<file path="config.mk">
export PLATFORM = sky130hd
export DESIGN_NAME = uart_tx_fifo
export DESIGN_NICKNAME = d
export VERILOG_FILES = /design/src/rtl/uart_tx_fifo.sv
export SDC_FILE = /design/constraint.sdc
export NUM_CORES = 1
export LEC_CHECK = 0
export ABC_AREA = 1
export CAP_MARGIN = 10
export CORE_ASPECT_RATIO = 1.75
export CORE_MARGIN = 2
export CORE_UTILIZATION = 28
export DETAILED_ROUTE_END_ITERATION = 10
export REMOVE_ABC_BUFFERS = 1
export SYNTH_ARGS = -nofsm -noshare
export SYNTH_HDL_FRONTEND = slang
export SYNTH_SLANG_ARGS = --single-unit
</file>
<file path="constraint.sdc">
create_clock -name iClk -period 6.1 [get_ports iClk]
set_input_delay 0.915 -clock iClk [delete_from_list [all_inputs] [get_ports iClk]]
set_output_delay 0.915 -clock iClk [all_outputs]
set_load 0.1 [all_outputs]
</file>
<file path="src/rtl/uart_tx_fifo.sv">
// FIFO-buffered UART transmitter: words enter through a valid/ready write port and
// leave as start/data/stop frames, LSB first. Define UART_TX_FIFO_PARITY_EN to add a parity bit.
module uart_tx_fifo #(
    parameter int CLK_FREQ     = 125000000,
    parameter int BAUD_RATE    = 115200,
    parameter int CLKS_PER_BIT = CLK_FREQ / BAUD_RATE,
    parameter int DATA_BITS    = 8,
    parameter int STOP_BITS    = 1,
    parameter int FIFO_DEPTH   = 16
) (
    input  logic                        iClk,
    input  logic                        iRst,
    input  logic                        iTxValid,
    input  logic [DATA_BITS-1:0]        iTxByte,
    input  logic                        iParityOdd,
    output logic                        oTxReady,
    output logic                        oTxSerial,
    output logic                        oTxBusy,
    output logic                        oTxDone,
    output logic                        oOverflow,
    output logic [$clog2(FIFO_DEPTH):0] oFifoCount
);
    localparam int AW = $clog2(FIFO_DEPTH);
    localparam int BW = $clog2(DATA_BITS) + 1;
    localparam int CW = $clog2(STOP_BITS * CLKS_PER_BIT) + 1;
    localparam logic [AW:0]   DEPTH_C   = (AW + 1)'(FIFO_DEPTH);
    localparam logic [BW-1:0] DATA_LAST = BW'(DATA_BITS - 1);
    localparam logic [CW-1:0] BIT_LAST  = CW'(CLKS_PER_BIT - 1);
    localparam logic [CW-1:0] STOP_LAST = CW'(STOP_BITS * CLKS_PER_BIT - 1);

    generate
        if (CLKS_PER_BIT < 2) begin : g_bad_cpb
            $error("uart_tx_fifo: CLKS_PER_BIT must be at least 2");
        end
        if (DATA_BITS < 5 || DATA_BITS > 9) begin : g_bad_data
            $error("uart_tx_fifo: DATA_BITS must be in 5..9");
        end
        if (STOP_BITS != 1 && STOP_BITS != 2) begin : g_bad_stop
            $error("uart_tx_fifo: STOP_BITS must be 1 or 2");
        end
        if (FIFO_DEPTH < 2 || (FIFO_DEPTH & (FIFO_DEPTH - 1)) != 0) begin : g_bad_depth
            $error("uart_tx_fifo: FIFO_DEPTH must be a power of two, at least 2");
        end
    endgenerate

    typedef enum logic [2:0] {
        IDLE   = 3'd0,
        START  = 3'd1,
        DATA   = 3'd2,
`ifdef UART_TX_FIFO_PARITY_EN
        PARITY = 3'd3,
`endif
        STOP   = 3'd4,
        DONE   = 3'd5
    } state_t;

    logic [DATA_BITS-1:0] mem_r [FIFO_DEPTH];
    logic [AW-1:0]        wr_ptr_r;
    logic [AW-1:0]        rd_ptr_r;
    logic [AW:0]          count_r;
    logic                 ovf_r;
    logic                 push_s;
    logic                 pop_s;

    state_t               state_r, state_s;
    logic [DATA_BITS-1:0] shift_r, shift_s;
    logic [BW-1:0]        bit_cnt_r, bit_cnt_s;
    logic [CW-1:0]        cyc_cnt_r, cyc_cnt_s;
    logic                 serial_r, serial_s;
    logic                 busy_r, busy_s;
    logic                 done_r, done_s;
`ifdef UART_TX_FIFO_PARITY_EN
    logic                 word_par_r, word_par_s;
    logic                 sense_r, sense_s;
`else
    logic                 unused_parity_s;
    assign unused_parity_s = iParityOdd;
`endif

    // Ready is derived from the registered count, so a full FIFO refuses even during a pop.
    assign oTxReady   = (count_r < DEPTH_C);
    assign push_s     = iTxValid && oTxReady;
    assign oFifoCount = count_r;
    assign oOverflow  = ovf_r;
    assign oTxSerial  = serial_r;
    assign oTxBusy    = busy_r;
    assign oTxDone    = done_r;

    // FIFO storage; occupancy is tracked by the pointers, so the array itself is not reset.
    always_ff @(posedge iClk) begin
        if (!iRst && push_s) begin
            mem_r[wr_ptr_r] <= iTxByte;
        end
    end

    // FIFO pointers, occupancy and the dropped-write flag.
    always_ff @(posedge iClk) begin
        if (iRst) begin
            wr_ptr_r <= {AW{1'b0}};
            rd_ptr_r <= {AW{1'b0}};
            count_r  <= {(AW + 1){1'b0}};
            ovf_r    <= 1'b0;
        end else begin
            if (push_s) begin
                wr_ptr_r <= wr_ptr_r + AW'(1);
            end
            if (pop_s) begin
                rd_ptr_r <= rd_ptr_r + AW'(1);
            end
            case ({push_s, pop_s})
                2'b10:   count_r <= count_r + (AW + 1)'(1);
                2'b01:   count_r <= count_r - (AW + 1)'(1);
                default: count_r <= count_r;
            endcase
            ovf_r <= iTxValid && !oTxReady;
        end
    end

    // Frame FSM state and the line outputs, registered from the next-state decode.
    always_ff @(posedge iClk) begin
        if (iRst) begin
            state_r    <= IDLE;
            shift_r    <= {DATA_BITS{1'b0}};
            bit_cnt_r  <= {BW{1'b0}};
            cyc_cnt_r  <= {CW{1'b0}};
            serial_r   <= 1'b1;
            busy_r     <= 1'b0;
            done_r     <= 1'b0;
`ifdef UART_TX_FIFO_PARITY_EN
            word_par_r <= 1'b0;
            sense_r    <= 1'b0;
`endif
        end else begin
            state_r    <= state_s;
            shift_r    <= shift_s;
            bit_cnt_r  <= bit_cnt_s;
            cyc_cnt_r  <= cyc_cnt_s;
            serial_r   <= serial_s;
            busy_r     <= busy_s;
            done_r     <= done_s;
`ifdef UART_TX_FIFO_PARITY_EN
            word_par_r <= word_par_s;
            sense_r    <= sense_s;
`endif
        end
    end

    // Next-state logic, then output decode of the state being entered.
    always_comb begin
        state_s   = state_r;
        shift_s   = shift_r;
        bit_cnt_s = bit_cnt_r;
        cyc_cnt_s = cyc_cnt_r;
        pop_s     = 1'b0;
`ifdef UART_TX_FIFO_PARITY_EN
        word_par_s = word_par_r;
        sense_s    = sense_r;
`endif
        case (state_r)
            IDLE: begin
                if (count_r != (AW + 1)'(0)) begin
                    pop_s     = 1'b1;
                    shift_s   = mem_r[rd_ptr_r];
                    bit_cnt_s = {BW{1'b0}};
                    cyc_cnt_s = {CW{1'b0}};
                    state_s   = START;
`ifdef UART_TX_FIFO_PARITY_EN
                    word_par_s = ^mem_r[rd_ptr_r];
                    sense_s    = iParityOdd;
`endif
                end else begin
                    state_s = IDLE;
                end
            end
            START: begin
                if (cyc_cnt_r == BIT_LAST) begin
                    cyc_cnt_s = {CW{1'b0}};
                    state_s   = DATA;
                end else begin
                    cyc_cnt_s = cyc_cnt_r + CW'(1);
                end
            end
            DATA: begin
                if (cyc_cnt_r == BIT_LAST) begin
                    cyc_cnt_s = {CW{1'b0}};
                    shift_s   = {1'b0, shift_r[DATA_BITS-1:1]};
                    if (bit_cnt_r == DATA_LAST) begin
`ifdef UART_TX_FIFO_PARITY_EN
                        state_s = PARITY;
`else
                        state_s = STOP;
`endif
                    end else begin
                        bit_cnt_s = bit_cnt_r + BW'(1);
                    end
                end else begin
                    cyc_cnt_s = cyc_cnt_r + CW'(1);
                end
            end
`ifdef UART_TX_FIFO_PARITY_EN
            PARITY: begin
                if (cyc_cnt_r == BIT_LAST) begin
                    cyc_cnt_s = {CW{1'b0}};
                    state_s   = STOP;
                end else begin
                    cyc_cnt_s = cyc_cnt_r + CW'(1);
                end
            end
`endif
            STOP: begin
                if (cyc_cnt_r == STOP_LAST) begin
                    cyc_cnt_s = {CW{1'b0}};
                    state_s   = DONE;
                end else begin
                    cyc_cnt_s = cyc_cnt_r + CW'(1);
                end
            end
            DONE: begin
                state_s = IDLE;
            end
            default: begin
                state_s = IDLE;
            end
        endcase

        serial_s = 1'b1;
        busy_s   = 1'b0;
        done_s   = 1'b0;
        case (state_s)
            START: begin
                serial_s = 1'b0;
                busy_s   = 1'b1;
            end
            DATA: begin
                serial_s = shift_s[0];
                busy_s   = 1'b1;
            end
`ifdef UART_TX_FIFO_PARITY_EN
            PARITY: begin
                serial_s = word_par_s ^ sense_s;
                busy_s   = 1'b1;
            end
`endif
            STOP: begin
                busy_s = 1'b1;
            end
            DONE: begin
                done_s = 1'b1;
            end
            default: begin
                serial_s = 1'b1;
            end
        endcase
    end

endmodule

</file>
== After elaboration in Yosys (flattened, before gate mapping) ==
Memory sizes are Yosys's and may differ from the RTL's. A register that Yosys moved wholly into a read port is not among the register bits.
Cells that the tools add are included.

* Word-level logic and storage cells: 75
* Memories: 1
* RAM bits: 128
* Bits of input ports: 12
* Bits in registers: 44

* Multiplexer cells: 26
* Magnitude comparators: 1
* Eq/ne operators: 14
* Reduce and logical (&&, ||, !) cells: 15
* Add/subtract/negate cells: 6

{| class="wikitable"
|+ Memories
! memory !! depth !! bits a word !! read ports !! clocked after Yosys merged registers in !! write ports !! RTL line !! RTL
|-
| mem_r || 16 || 8 || 1 || 1 || 1 || 57 || <nowiki>logic [DATA_BITS-1:0] mem_r [FIFO_DEPTH];</nowiki>
|}

{| class="wikitable"
|+ Operators with widths
! kind !! number
|-
| $mux 12 || 2
|-
| $pmux 12 s2 || 1
|-
| $mux 4 || 5
|-
| $mux 8 || 2
|-
| $pmux 8 s2 || 1
|-
| $add 12x1->12 const B || 1
|-
| $add 4x1->4 const B || 3
|-
| $eq 12x11->1 const B || 1
|-
| $mux 3 || 4
|-
| $pmux 3 s4 || 1
|-
| $pmux 5 s2 || 1
|-
| $eq 3x3->1 const B || 3
|-
| $pmux 4 s2 || 1
|-
| $mux 1 || 7
|-
| $eq 3x1->1 const B || 2
|-
| $eq 3x2->1 const B || 2
|-
| $ne 2x2->1 const B || 3
|-
| $reduce_bool 2->1 || 3
|-
| $reduce_or 3->1 || 2
|-
| $add 5x1->5 const B || 1
|-
| $lt 5x5->1 const B || 1
|-
| $reduce_bool 5->1 || 1
|-
| $sub 5x1->5 const B || 1
|-
| $eq 4x3->1 const B || 1
|-
| 9 further kinds || 12
|}

== Longest topological paths before layout ==
Gate-level depths: netlist (run 1).

* Depth in word-level cells: 7
* Depth in mapped cells: 16
* Gate-level depth less buffers: 15

== Worst setup path before layout (run 1) ==
OpenSTA, ideal clock, no wires.

* Path type: flip-flop to flip-flop
* Start: reg count_r[4] (netlist: oFifoCount[4])
* End: reg count_r[4] (netlist: oFifoCount[4])
* Buffers on the path: 1
* Setup slack: 3220 ps
* Required time: 5940 ps
* Library setup time: 160 ps
* Arrival: 2719 ps
* Cell stages (with the launch flop): 15
* Cells stage by stage: dfxtp_1 nor2_1 nand2_1 nand2_2 inv_2 buf_2 ha_1 inv_1 fa_1 inv_1 nand3_1 nand3_1 nand2_1 o21ai_0 a21oi_1

* Longest elaborated chain between the ends: 5

{| class="wikitable"
|+ Ends and longest elaborated chain
! item !! RTL line !! RTL
|-
| from (decl) || 60 || <nowiki>logic [AW:0] count_r;</nowiki>
|-
| from (signal assigned) || 101 || <nowiki>count_r <= {(AW + 1){1'b0}};</nowiki>
|-
| from (signal assigned) || 111 || <nowiki>2'b10: count_r <= count_r + (AW + 1)'(1);</nowiki>
|-
| from (signal assigned) || 112 || <nowiki>2'b01: count_r <= count_r - (AW + 1)'(1);</nowiki>
|-
| $reduce_bool 5->1 (*) || 161 || <nowiki>if (count_r != (AW + 1)'(0)) begin</nowiki>
|-
| $mux 1 (*) || 161 ||
|-
| $mux 1 (*) || 159 || <nowiki>case (state_r)</nowiki>
|-
| net pop_s || 63 || <nowiki>logic pop_s;</nowiki>
|-
| $eq 2x1->1 or $eq 2x2->1 (tied branches) || 110 || <nowiki>case ({push_s, pop_s})</nowiki>
|-
| $pmux 5 s2 or $reduce_bool 2->1 (tied branches) || -- ||
|}

The timed path passes the listed nets; every way through them passes the cells marked *.
A chain may end at the register's enable or synchronous reset.

== Final worst setup path (run 1) ==
* Start: reg count_r[1] (netlist: oFifoCount[1])
* End: out oFifoCount[1]

{| class="wikitable"
|+ RTL lines
! item !! RTL line !! RTL
|-
| to (decl) || 21 || <nowiki>output logic [$clog2(FIFO_DEPTH):0] oFifoCount</nowiki>
|}

No word-level cell between the ends.

==> results of run 1 <==
area by class of cell:
type	count	area [sq um]	area share, %
Sequential cell	176	4810	54.8
Multi-Input combinational cell	499	2450	28.0
Clock inverter	11	75.1	0.855
Inverter	68	258	2.94
Clock buffer	21	492	5.60
Tap cell	369	462	5.26
Timing Repair Buffer	24	230	2.62
metal layers:
layer  up-vias  track usage, %  part of all wire [%]
met3        39            2.40                   3.0
met4         0            8.10                   5.0
met2        96            24.1                    55
met1      2508            13.0                    37
met5         -               0                     0
li1       2632               -                     -
flip-flops by register name (all words and copies together) (netlist names), named ones only:
| register | flops |
|---|---|
| cyc_cnt_r | 12 |
| oOverflow | 1 |
| oTxDone | 1 |
| bit_cnt_r | 4 |
| oTxBusy | 1 |
| shift_r | 8 |
| wr_ptr_r | 4 |
| rd_ptr_r | 4 |
| state_r | 3 |
| oFifoCount | 5 |
| oTxSerial | 1 |
| mem_r | 128 |
per-stage QoR:
step | setup WS, ns | utilization (%) | std cells | hold slack [ns]
after detailed placement | 2.68 | 30.3 | 1136 | 0.478
final | 3.15 | 32.4 | 1168 | 0.479
after floorplan | 3.19 | - | 743 | 0.447
after global routing | 2.95 | 32.4 | 1168 | 0.510
after global placement | 2.73 | 30.3 | 1136 | 0.465
after CTS | 3.12 | 32.4 | 1168 | 0.485
how the worst max path moves through the flow:
stage	startpoint	to	slack (ns)	cells past startpoint
3_3_place_gp	iRst	mem_r[9][2]	2.73	5
4_1_cts	iRst	mem_r[9][1]	3.12	5
2_1_floorplan	oFifoCount[4]	oFifoCount[4]	3.19	13
3_5_place_dp	iRst	mem_r[9][0]	2.68	5
6_report	oFifoCount[1]	oFifoCount[1]	3.15	1
5_1_grt	iTxValid	oFifoCount[3]	2.95	12
cells by family after synthesis:
kind of cell / Yosys count / share of synthesized area [%]
AND/OR/NAND/NOR: 371 / 21.5
flip-flops: 176 / 62.5
AO/OA/AOI/OAI: 109 / 7.49
buffers and inverters: 99 / 5.57
adder cells (fa/ha/maj): 13 / 2.21
XOR/XNOR: 6 / 0.684
tightest hold or removal path, cell delays in order, from the launching register on:
cell and delay, ns:
dfxtp_1 0.32, inv_1 0.05, a21oi_1 0.06
where the power goes:
part           total (uW)  internal, uW  leakage [uW]  switching, uW
Sequential           1410          1370       0.00155           47.2
Combinational        1200           333       0.00135            868
Clock                1040           579      0.000292            457
Total                3650          2280       0.00319           1370
layout by cell type, fill, tap and decap left out, types with 3 or more instances in the layout:
master,netlist,routed
edfxtp_1,128,128
o21ai_1,13,13
inv_1,61,62
nand2_1,94,94
clkdlybuf4s50_1,0,20
o21ai_0,56,56
buf_4,1,4
nand3b_1,3,3
xor2_1,3,3
o211ai_1,4,4
xnor2_1,3,3
nand4_1,3,3
a21oi_1,32,32
inv_4,1,6
nor3_2,3,3
clkinv_4,0,3
nor2_1,158,158
clkbuf_8,0,3
nor3_1,10,10
inv_2,6,6
nand2_2,5,5
nand3_1,79,79
nor2_2,4,4
dfxtp_1,48,47
nor2_4,3,3
ha_1,12,12
clkbuf_16,0,18
==> flow_metrics.env, run 1 <==
export IMPL_io_pins=22
export IMPL_critical_path_buf_inv_count=1
export IMPL_fin_crit_sh_pct=48.3
export IMPL_leakage_uw=0.00319
export IMPL_start_util_pct=28.3
export IMPL_path_cells="clkdlybuf4s50_1"
export IMPL_synthesis_area_sq_um=7690
export IMPL_grt_use_total_pct=13.0
export IMPL_worst_setup_path_end_kind="output pin"
export IMPL_yosysWarnings=0
export IMPL_hold_depth=2
export IMPL_grt_remaining_overflow=0
export IMPL_placed_area_sq_um=8210
export IMPL_drv_cap=0
export IMPL_finalSetupViolations=0
export IMPL_numCtsBuffers=17
export IMPL_critPathTopFamily="buffers and inverters"
export IMPL_finClkSkew_ns=0.00886
export IMPL_grt_pass1_wl_microns=28200
export IMPL_post_cts_setup_buffers=0
export IMPL_ctsHoldBuffers=0
export IMPL_critPathMaxStageDelay_ns=1.17
export IMPL_h_tree_depth=4
export IMPL_num_fill_cells=2770
export IMPL_synth_ff_type="edfxtp_1"
export IMPL_yosysSeqAreaShare_pct=62.5
export IMPL_dr_pass1_iters=5
export IMPL_async_flop_share_pct=0
export IMPL_critPathArrivalTime_ns=2.03
export IMPL_r2r_cells=15
export IMPL_cp_start_kind="flop"
export IMPL_final_net_count=811
export IMPL_worst_slew_margin_rel_pct=32.7
export IMPL_synth_commonest_cells="158 x nor2_1, 128 x edfxtp_1, 94 x nand2_1"
export IMPL_maxSlewViolCount=0
export IMPL_slowest_stage="clkdlybuf4s50_1"
export IMPL_power_total_uw=3650
export IMPL_status="complete, no violations"
export IMPL_synthDistinctLibCells=39
export IMPL_cts_root_buf="clkbuf_16"
export IMPL_critPathMaxFanout=5
export IMPL_core_area_sq_um=27100
export IMPL_fin_crit_ns=2.95
export IMPL_setup_tns_ns=0
export IMPL_grt_pass1_vias=5293
export IMPL_avgViaCountPerCell=4.52
export IMPL_rows=80
export IMPL_remaining_drc_errors=0
export IMPL_dp_hpwl_microns=12200
export IMPL_via_count=5275
export IMPL_diodes=0
export IMPL_fin_area_sq_um=8780
export IMPL_cts_resized_gates=0
export IMPL_worstHoldStart="rd_ptr_r[2]"
export IMPL_p_per_area_nw_per_um2=416
export IMPL_area_growth_pct=14.2
export IMPL_first_iter_violations=319
export IMPL_r2r_start="state_r[2]"
export IMPL_fp_dieH_microns=223
export IMPL_grt_max_degree=73
export IMPL_netlist_area_leader_share_pct=50.0
export IMPL_syn_avg_cell_area_sq_um=9.93
export IMPL_reg2reg_slack_ns=3.46
export IMPL_tightest_slew_ns=1.01
export IMPL_hold_viol=0
export IMPL_synth_seq_cells=176
export IMPL_cts_tree="yes"
export IMPL_synth_edf_count=128
export IMPL_r2r_end="oFifoCount[4]"
export IMPL_wl_per_cell_microns=15.1
export IMPL_syn_inst=774
export IMPL_drt_total_wl_microns=17700
export IMPL_io_buffers=20
export IMPL_gp_congestion=0.884
export IMPL_peakVddDrop_uv=220
export IMPL_required_ns=5.18
export IMPL_clockBufferDepth=2
export IMPL_synth_area_leaders="edfxtp_1 50%, dfxtp_1 13%, nor2_1 7.7%"
export IMPL_yosysTopAreaCell="edfxtp_1"
export IMPL_cts_sinks=176
export IMPL_clk_pin_slew_ns=0.07
export IMPL_grt_setup_unrepaired="no"
export IMPL_final_antenna_net_count=0
export IMPL_path_class="reg -> out"
export IMPL_drive_above_1_share_pct=8.39
export IMPL_clock_fmax_ghz=0.339
export IMPL_yosysMostFrequentCell="nor2_1"
export IMPL_hold_class="reg -> reg"
export IMPL_die_area_sq_um=28800
export IMPL_die_w_microns=129
export IMPL_antenna_found_initial=0
export IMPL_insertion_delay_ns=0.43
Power figures use the tool's default switching activity.
==> inputs of run 2 (changes only) <==
Clock period 6.1 ns to 2.91 ns, I/O delays scaled along.
==> run 2 against run 1 <==
  * Die area unchanged
  * Cell area increased by 1.6%
  * Register-to-register slack worse by 2.7 ns
  * Clock-buffer cell count fell by 3
  * Setup slack got worse by 2.4 ns
  * Critical endpoint is now oFifoCount[3]
  * Largest power group unchanged
==> flow_metrics.env, run 2 (synthesis results as in run 1) <==
export IMPL_num_fill_cells=2697
export IMPL_ctsHoldBuffers=0
export IMPL_cts_resized_gates=0
export IMPL_grt_remaining_overflow=0
export IMPL_fp_dieH_microns=223
export IMPL_largest_reg_flops=128
export IMPL_grt_pass1_vias=5247
export IMPL_hold_viol=0
export IMPL_power_total_uw=7740
export IMPL_r2r_cells=12
export IMPL_p_per_area_nw_per_um2=869
export IMPL_finalSetupViolations=0
export IMPL_comb_power_share_pct=33.1
export IMPL_path_cells="nor3_2 -> nand2_1 -> nand2_2 -> inv_2 -> ha_1 -> ha_1 -> nand2_1 -> nor2_1 -> a211oi_1 -> xnor2_1 -> o21ai_0 -> inv_1"
export IMPL_tightest_slew_ns=0.796
export IMPL_remaining_drc_errors=0
export IMPL_hold_depth=2
export IMPL_post_cts_setup_buffers=0
export IMPL_area_growth_pct=16.0
export IMPL_required_ns=3.23
export IMPL_status="complete, no violations"
export IMPL_leakage_uw=0.00330
export IMPL_io_pins=22
export IMPL_clkPwrFrac_pct=28.6
export IMPL_die_area_sq_um=28800
export IMPL_io_buffers=20
export IMPL_hold_class="reg -> reg"
export IMPL_final_cell_mix="158 x nor2_1, 128 x edfxtp_1, 94 x nand2_1, 79 x nand3_1, 61 x inv_1"
export IMPL_dp_slack_ns=0.312
export IMPL_grt_use_total_pct=12.8
export IMPL_start_util_pct=28.3
export IMPL_timing_hold_ws_ns=0.480
export IMPL_diodes=0
export IMPL_cp_start_kind="flop"
export IMPL_drt_total_wl_microns=17900
export IMPL_insertion_delay_ns=0.42
export IMPL_peakVddDrop_uv=507
export IMPL_worst_setup_path_end_kind="flop"
export IMPL_cts_root_buf="clkbuf_16"
export IMPL_h_tree_depth=4
export IMPL_core_area_sq_um=27100
export IMPL_drv_cap=0
export IMPL_grt_pass1_wl_microns=28000
export IMPL_dp_hpwl_microns=12000
export IMPL_p_int_uw=4860
export IMPL_rows=80
export IMPL_fin_crit_ns=2.17
export IMPL_via_count=5397
export IMPL_maxSlewViolCount=0
export IMPL_die_w_microns=129
export IMPL_critPathArrivalTime_ns=2.49
export IMPL_setup_tns_ns=0
export IMPL_multi_input_area_sq_um=2450
export IMPL_gp_congestion=0.810
export IMPL_power_frac_seq_pct=38.3
export IMPL_placed_cells=1158
export IMPL_first_iter_violations=324
export IMPL_critPathMaxFanout=5
export IMPL_drive_above_1_share_pct=11.8
export IMPL_regArea_sq_um=4810
export IMPL_worst_slew_margin_rel_pct=46.9
export IMPL_grt_setup_unrepaired="no"
export IMPL_worst_slack_ns=0.745
export IMPL_final_net_count=833
export IMPL_numCtsBuffers=17
export IMPL_cts_tree="yes"
export IMPL_dr_pass1_iters=4
export IMPL_path_class="reg -> reg"
export IMPL_swShare_pct=37.3
export IMPL_cts_sinks=176
export IMPL_top_register="mem_r"
export IMPL_clock_fmax_ghz=0.462
export IMPL_finClkSkew_ns=0.00887
export IMPL_antenna_found_initial=0
export IMPL_final_antenna_net_count=0
export IMPL_critPathMaxStageDelay_ns=0.37
export IMPL_grt_max_degree=72
export IMPL_netSwitchingPower_uw=2890
export IMPL_slowest_stage="dfxtp_1"
export IMPL_stdcell_count=1189
export IMPL_wl_per_cell_microns=15.0
export IMPL_reg_largest_list="mem_r x128, cyc_cnt_r x12, shift_r x8"
export IMPL_layout_commonest_cell="nor2_1"
export IMPL_avgViaCountPerCell=4.54
export IMPL_clk_pin_slew_ns=0.07
export IMPL_fin_crit_sh_pct=74.4
export IMPL_clockBufferDepth=2
-- run 2: changes by cell type in the layout (fill, tap and decap cells not counted), sizes merged --
| cell | change |
|---|---|
| buf | +32 |
| clkdlybuf4s50 | -10 |
| inv | -4 |
| clkbuf | -3 |
| clkinvlp | +3 |
| bufinv | +2 |
| clkinv | +1 |
-- run 2: per-layer routing --
layer  global-route usage, %  routed length, microns
met1                    12.9                    6880
met2                    25.2                   10100
met3                    2.18                     425
met4                    4.66                     445
met5                       0                       0
-- run 2: final timing paths --
path,startpoint,end,slack [ns]
worst max-delay path,oFifoCount[1],oFifoCount[3],0.74
worst min-delay path,shift_r[7],shift_r[7],0.48
worst max register to register,oFifoCount[1],oFifoCount[3],0.74
worst min register to register,shift_r[7],shift_r[7],0.48
-- run 2: critical path: cells and delay by family (launching register included) --
| kind | cells | cell delay [ns] |
|---|---|---|
| and+or+nand+nor | 5 | 0.52 |
| adders and majority gates | 2 | 0.59 |
| DFF | 1 | 0.37 |
| xor gates and xnor gates | 1 | 0.11 |
| buffers and inverters | 2 | 0.09 |
| AOI/OAI and AO/OA | 2 | 0.38 |
-- run 2: cell type report --
class / count / area share [%]
sequential: 176 / 53.9
multi-input combinational: 499 / 27.5
tap: 369 / 5.18
clock buffer: 18 / 4.81
timing repair buffer: 46 / 4.15
inverter: 68 / 2.89
clock inverter: 13 / 1.53
-- run 2: power by group through the flow --
| stage | clock network, uW | logic (uW) | registers, uW |
|---|---|---|---|
| 3_5_place_dp | 0 | 2570 | 3020 |
| 2_1_floorplan | 0 | 1420 | 3390 |
| 5_1_grt | 2350 | 2850 | 2990 |
| 6_report | 2210 | 2560 | 2970 |
| 4_1_cts | 2260 | 2590 | 2970 |
| 3_3_place_gp | 0 | 2540 | 3020 |
-- run 2: per-stage QoR --
stage          instance area, sq um  util (%)
4_1_cts                        8920      32.9
3_3_place_gp                   8350      30.8
6_report                       8920      32.9
5_1_grt                        8920      32.9
3_5_place_dp                   8350      30.8
2_1_floorplan                  7520         -
